### config.mk
export PLATFORM = sky130hd
export DESIGN_NAME = shreg_op_sequencer
export DESIGN_NICKNAME = d
export VERILOG_FILES = /design/src/rtl/shreg_op_sequencer.sv
export SDC_FILE = /design/constraint.sdc
export NUM_CORES = 1
export LEC_CHECK = 0
export CORE_ASPECT_RATIO = 1.1
export CORE_MARGIN = 1.5
export CORE_UTILIZATION = 47
export DETAILED_ROUTE_END_ITERATION = 12
export PLACE_DENSITY = 0.87
export SLEW_MARGIN = 20
export SYNTH_ARGS = -nofsm -noshare
export SYNTH_HDL_FRONTEND = slang
export SYNTH_SLANG_ARGS = --single-unit
### constraint.sdc
create_clock -name clk -period 1.9 [get_ports clk]
set_input_delay 0.38 -clock clk [delete_from_list [all_inputs] [get_ports clk]]
set_output_delay 0.38 -clock clk [all_outputs]
set_load 0.05 [all_outputs]
### src/rtl/shreg_op_sequencer.sv
// Command sequencer for one universal shift register: turns clear / shift-by-N / load
// commands into cycle-by-cycle s0/s1/mr/g1/g2 control and reports completion.
module shreg_op_sequencer #(
    parameter int CNT_W   = 4,
    parameter int CLR_CYC = 2
) (
    input  logic             clk,
    input  logic             rst_n,
    input  logic             cmd_valid,
    output logic             cmd_ready,
    input  logic [1:0]       cmd_op,
    input  logic [CNT_W-1:0] cmd_cnt,
    input  logic             abort,
    input  logic             oe_en,
    output logic             s0,
    output logic             s1,
    output logic             mr,
    output logic             g1,
    output logic             g2,
    output logic             busy,
    output logic             done,
    output logic             aborted,
    output logic [CNT_W-1:0] cnt_rem
);

    localparam int CLR_W = (CLR_CYC < 2) ? 1 : $clog2(CLR_CYC + 1);

    typedef enum logic [2:0] {IDLE, CLEAR, SHIFT, LOAD, DONE} state_t;

    state_t            state, state_n;
    logic [CNT_W-1:0]  cnt_n;
    logic [CLR_W-1:0]  clr_rem, clr_n;
    logic              left, left_n;
    logic              aborted_n;

    // Handshake: a command transfers on a rising edge where cmd_valid && cmd_ready;
    // cmd_ready is high only in IDLE, and inputs are ignored while it is low.
    always_comb begin
        state_n   = state;
        cnt_n     = cnt_rem;
        clr_n     = clr_rem;
        left_n    = left;
        aborted_n = 1'b0;
        case (state)
            IDLE: begin
                if (cmd_valid && cmd_ready) begin
                    case (cmd_op)
                        2'b00: begin
                            state_n = CLEAR;
                            clr_n   = CLR_W'(CLR_CYC);
                        end
                        2'b01, 2'b10: begin
                            left_n  = cmd_op[1];
                            cnt_n   = cmd_cnt;
                            state_n = (cmd_cnt == '0) ? DONE : SHIFT;
                        end
                        default: state_n = LOAD;
                    endcase
                end
            end
            CLEAR: begin
                clr_n = clr_rem - CLR_W'(1);
                if (clr_rem == CLR_W'(1)) begin
                    state_n = DONE;
                end else if (abort) begin
                    state_n   = DONE;
                    aborted_n = 1'b1;
                end
            end
            SHIFT: begin
                // The current cycle's shift edge is issued even when aborting,
                // so the count left in DONE excludes it.
                cnt_n = cnt_rem - CNT_W'(1);
                if (cnt_rem == CNT_W'(1)) begin
                    state_n = DONE;
                end else if (abort) begin
                    state_n   = DONE;
                    aborted_n = 1'b1;
                end
            end
            LOAD: state_n = DONE;
            DONE: begin
                state_n = IDLE;
                cnt_n   = '0;
            end
            default: state_n = IDLE;
        endcase
    end

    // Outputs are registered from the next-state decode so they align with the state.
    always_ff @(posedge clk or negedge rst_n) begin
        if (!rst_n) begin
            state     <= IDLE;
            cnt_rem   <= '0;
            clr_rem   <= '0;
            left      <= 1'b0;
            s0        <= 1'b0;
            s1        <= 1'b0;
            mr        <= 1'b1;
            g1        <= 1'b1;
            g2        <= 1'b1;
            cmd_ready <= 1'b1;
            busy      <= 1'b0;
            done      <= 1'b0;
            aborted   <= 1'b0;
        end else begin
            state     <= state_n;
            cnt_rem   <= cnt_n;
            clr_rem   <= clr_n;
            left      <= left_n;
            s0        <= (state_n == LOAD) || ((state_n == SHIFT) && left_n);
            s1        <= (state_n == LOAD) || ((state_n == SHIFT) && !left_n);
            mr        <= (state_n != CLEAR);
            // I/O pins are inputs during a load, so the enables are forced off.
            g1        <= (state_n == LOAD) || !oe_en;
            g2        <= (state_n == LOAD) || !oe_en;
            cmd_ready <= (state_n == IDLE);
            busy      <= (state_n == CLEAR) || (state_n == SHIFT) || (state_n == LOAD);
            done      <= (state_n == DONE);
            aborted   <= aborted_n;
        end
    end

endmodule

==> metrics.cfg, run 1 <==
[pwr]
p_leak_nw = 0.604
power_density_mw_per_mm2 = 1760
power_mw = 2.29
ir_worst_vdd_uv = 1040

[sta]
tightest_slew_ps = 547
slew_violations = 0
setup_slack_ps = 70.5
setup_violations = 0
hold_ws_ps = 418
fmax_mhz = 547
skew_ps = 10.8
fin_crit_ps = 1830
fin_crit_sh_pct = 96.3
relSlewSlack_pct = 63.4
hold_viol_final = 0
setup_tns_ps = 0

[place]
dp.cells = 141
port_buffers = 23
dpl_worst_slack_ps = -417
place_area_sq_mm = 0.00122
gp_congestion = 0.912
dp.final_hpwl_um = 1600

[worst_setup_path]
worstSetupEndpointType = flop
cp.required_ps = 2130
cp.arrival_ps = 2060
crit_buf_inv = 4
cp_max_fo = 3
path_cells = clkdlybuf4s50_1 > inv_1 > ha_1 > inv_1 > nor4_4 > buf_4 > mux2i_4 > a21oi_1 > nor2_1
crit_type = input port to flop
slowest_stage = clkdlybuf4s50_1
max_stage_delay_ps = 460
startpoint_type = input port
crit_top_cell = inv_1
cp_top_family = buffers and inverters

[synth]
synth_nets = 99
mappedNetlistArea_sq_um = 923
seq_area_frac_synth_pct = 49.2
ys_types = 33
synth_top_cell_by_area = dfrtp_1
ys_warn_count = 0
syn_area_per_cell_sq_um = 11.0
ys_seq_elements = 18
synthTopCellsByArea = dfrtp_1 (41%), dfstp_2 (8.5%), ha_1 (5.4%)
synth_top_area_share_pct = 40.7
postSynthCellCount = 84

[detailed_routing]
wl_um = 2210
vias = 803
vias_per_cell = 5.43
drc = 0
drt-pass1-iter-count = 4
drt-initial-drc-count = 16
wl_per_cell_um = 14.9
final_antenna_net_count = 0

[die]
dieWidth_um = 45.3
die-area_sq_mm = 0.00224
coreArea_sq_mm = 0.00182
dieHeight_um = 49.5
io-pin-count = 24
start_util_pct = 50.7
rows = 16

[cells_and_area]
regMostFlops = cnt_rem
final_area_sq_mm = 0.00130
largest_reg_flops = 4
final_util_pct = 71.6
area_growth_pct = 41.2
layoutNonFillerInstCount = 148
drive_gt1_share_pct = 32.2
diodes = 0
nNetsFinal = 137
largestRegisters = cnt_rem x4, state x3, clr_rem x2

[grt]
grt_antenna_before_repair = 0
grt_max_degree = 13
grtUsageTotal_pct = 23.4
grt_pass1_wl_um = 3820
grt_pass1_vias = 817
grt_overflow = 0

[cts]
cts_sinks = 18
cts_hold_buf = 0
cts.clk_slew.worst_paths_ps = 110
cts_root_buffer = clkbuf_4
cts_buffers = 3
clk_latency_ps = 300
cts_tree = yes
htreeDepth = 1
clk_path_buf_depth = 2

[flow_run]
cap_violations = 0

[hold_path]
min_path_type = input port to flop

[status]
outcome = finished, final reports clean

[metal layers]
layer  vias to the layer above  routed length [um]  global-route usage, %
met4                         0                  27                   4.41
met2                        23                1160                   38.8
met5                         -                   0                      0
met1                       404                 947                   31.0
li1                        374                   -                      -
met3                         2                  75                   5.49
[timing repair]
| item | CTS | global route |
|---|---|---|
| endpoints found under the setup margin | 6 | 9 |
| resized for setup | 2 | 2 |
| pin swaps | 1 | 0 |
| buffers inserted | 2 | 1 |
[worst paths after layout]
path	start	end	slack (ps)	depth (start not counted)
worst max-delay path	cmd_op[0]	s1$_DFF_PN0_	70	9
worst min-delay path	cmd_op[1]	left$_DFF_PN0_	420	3
worst max register to register	state[2]$_DFF_PN0_	g2$_DFF_PN1_	110	5
worst min register to register	clr_rem[0]$_DFFE_PN0P_	clr_rem[0]$_DFFE_PN0P_	490	1
max in group asynchronous	rst_n	clr_rem[0]$_DFFE_PN0P_	950	2
min in group asynchronous	rst_n	state[0]$_DFF_PN0_	430	1
[cell type report]
type                    instances  area, sq um
multi-input cells              54          435
clock buffers                   4         36.3
repair buffers                 36          310
fillers                       131          518
well taps                      27         33.8
flip-flops and latches         18          454
inverters                       9         33.8
[cells in the mapped netlist (all sizes together)]
cell type and number:
nor3 4, nor4 2, inv 9, o22ai 4
a221o 2, or3b 1, nand2 6, nor2b 1
o221a 1, a31oi 1, dfstp 3, or3 1
o22a 1, mux2i 3, a21oi 2, dfrtp 15
or2 1, o21ai 2, nor2 9, o21ba 1
o21a 1, a32oi 1, ha 4, o32ai 1
xnor2 1, o31a 1, nor3b 3, buf 3
[tightest hold or removal path, stage by stage]
cell and delay [ps]:
dlymetal6s2s_1 150, mux2i_4 100, inv_1 60
[logic make-up after synthesis]
family          after synthesis  synth area share, %
buf+inv                      12                 5.83
mux                           3                 3.25
xor+xnor                      1                0.949
simple gates                 28                 17.8
flops                        18                 49.2
fa+ha+maj                     4                 5.42
compound gates               18                 17.6
[placed cells by master (no fill, tap or decap), types with 2 or more instances in the layout]
cell,instances
nor2_1,8
clkdlybuf4s50_1,14
o22ai_1,4
mux2i_1,2
clkbuf_4,3
a21oi_1,2
dfstp_2,3
buf_4,21
dfrtp_1,15
nor3b_1,3
nand2_1,6
a221o_1,2
nor3_1,4
ha_1,4
inv_1,8
[power by group]
| group | leakage, nW | internal, mW | switching, mW |
|---|---|---|---|
| logic | 0.360 | 0.558 | 0.813 |
| registers | 0.223 | 0.555 | 0.128 |
| clock network | 0.0210 | 0.117 | 0.119 |
(Power assumes the default switching activity.)
==> run 2: changes to the inputs <==
--- a/config.mk
+++ b/config.mk
@@ -14,3 +14,4 @@
 export SYNTH_ARGS = -nofsm -noshare
 export SYNTH_HDL_FRONTEND = slang
 export SYNTH_SLANG_ARGS = --single-unit
+export TNS_END_PERCENT = 100
==> results of run 2 <==
Same layout as run 1: the final DEF is identical, and so are final timing and power.
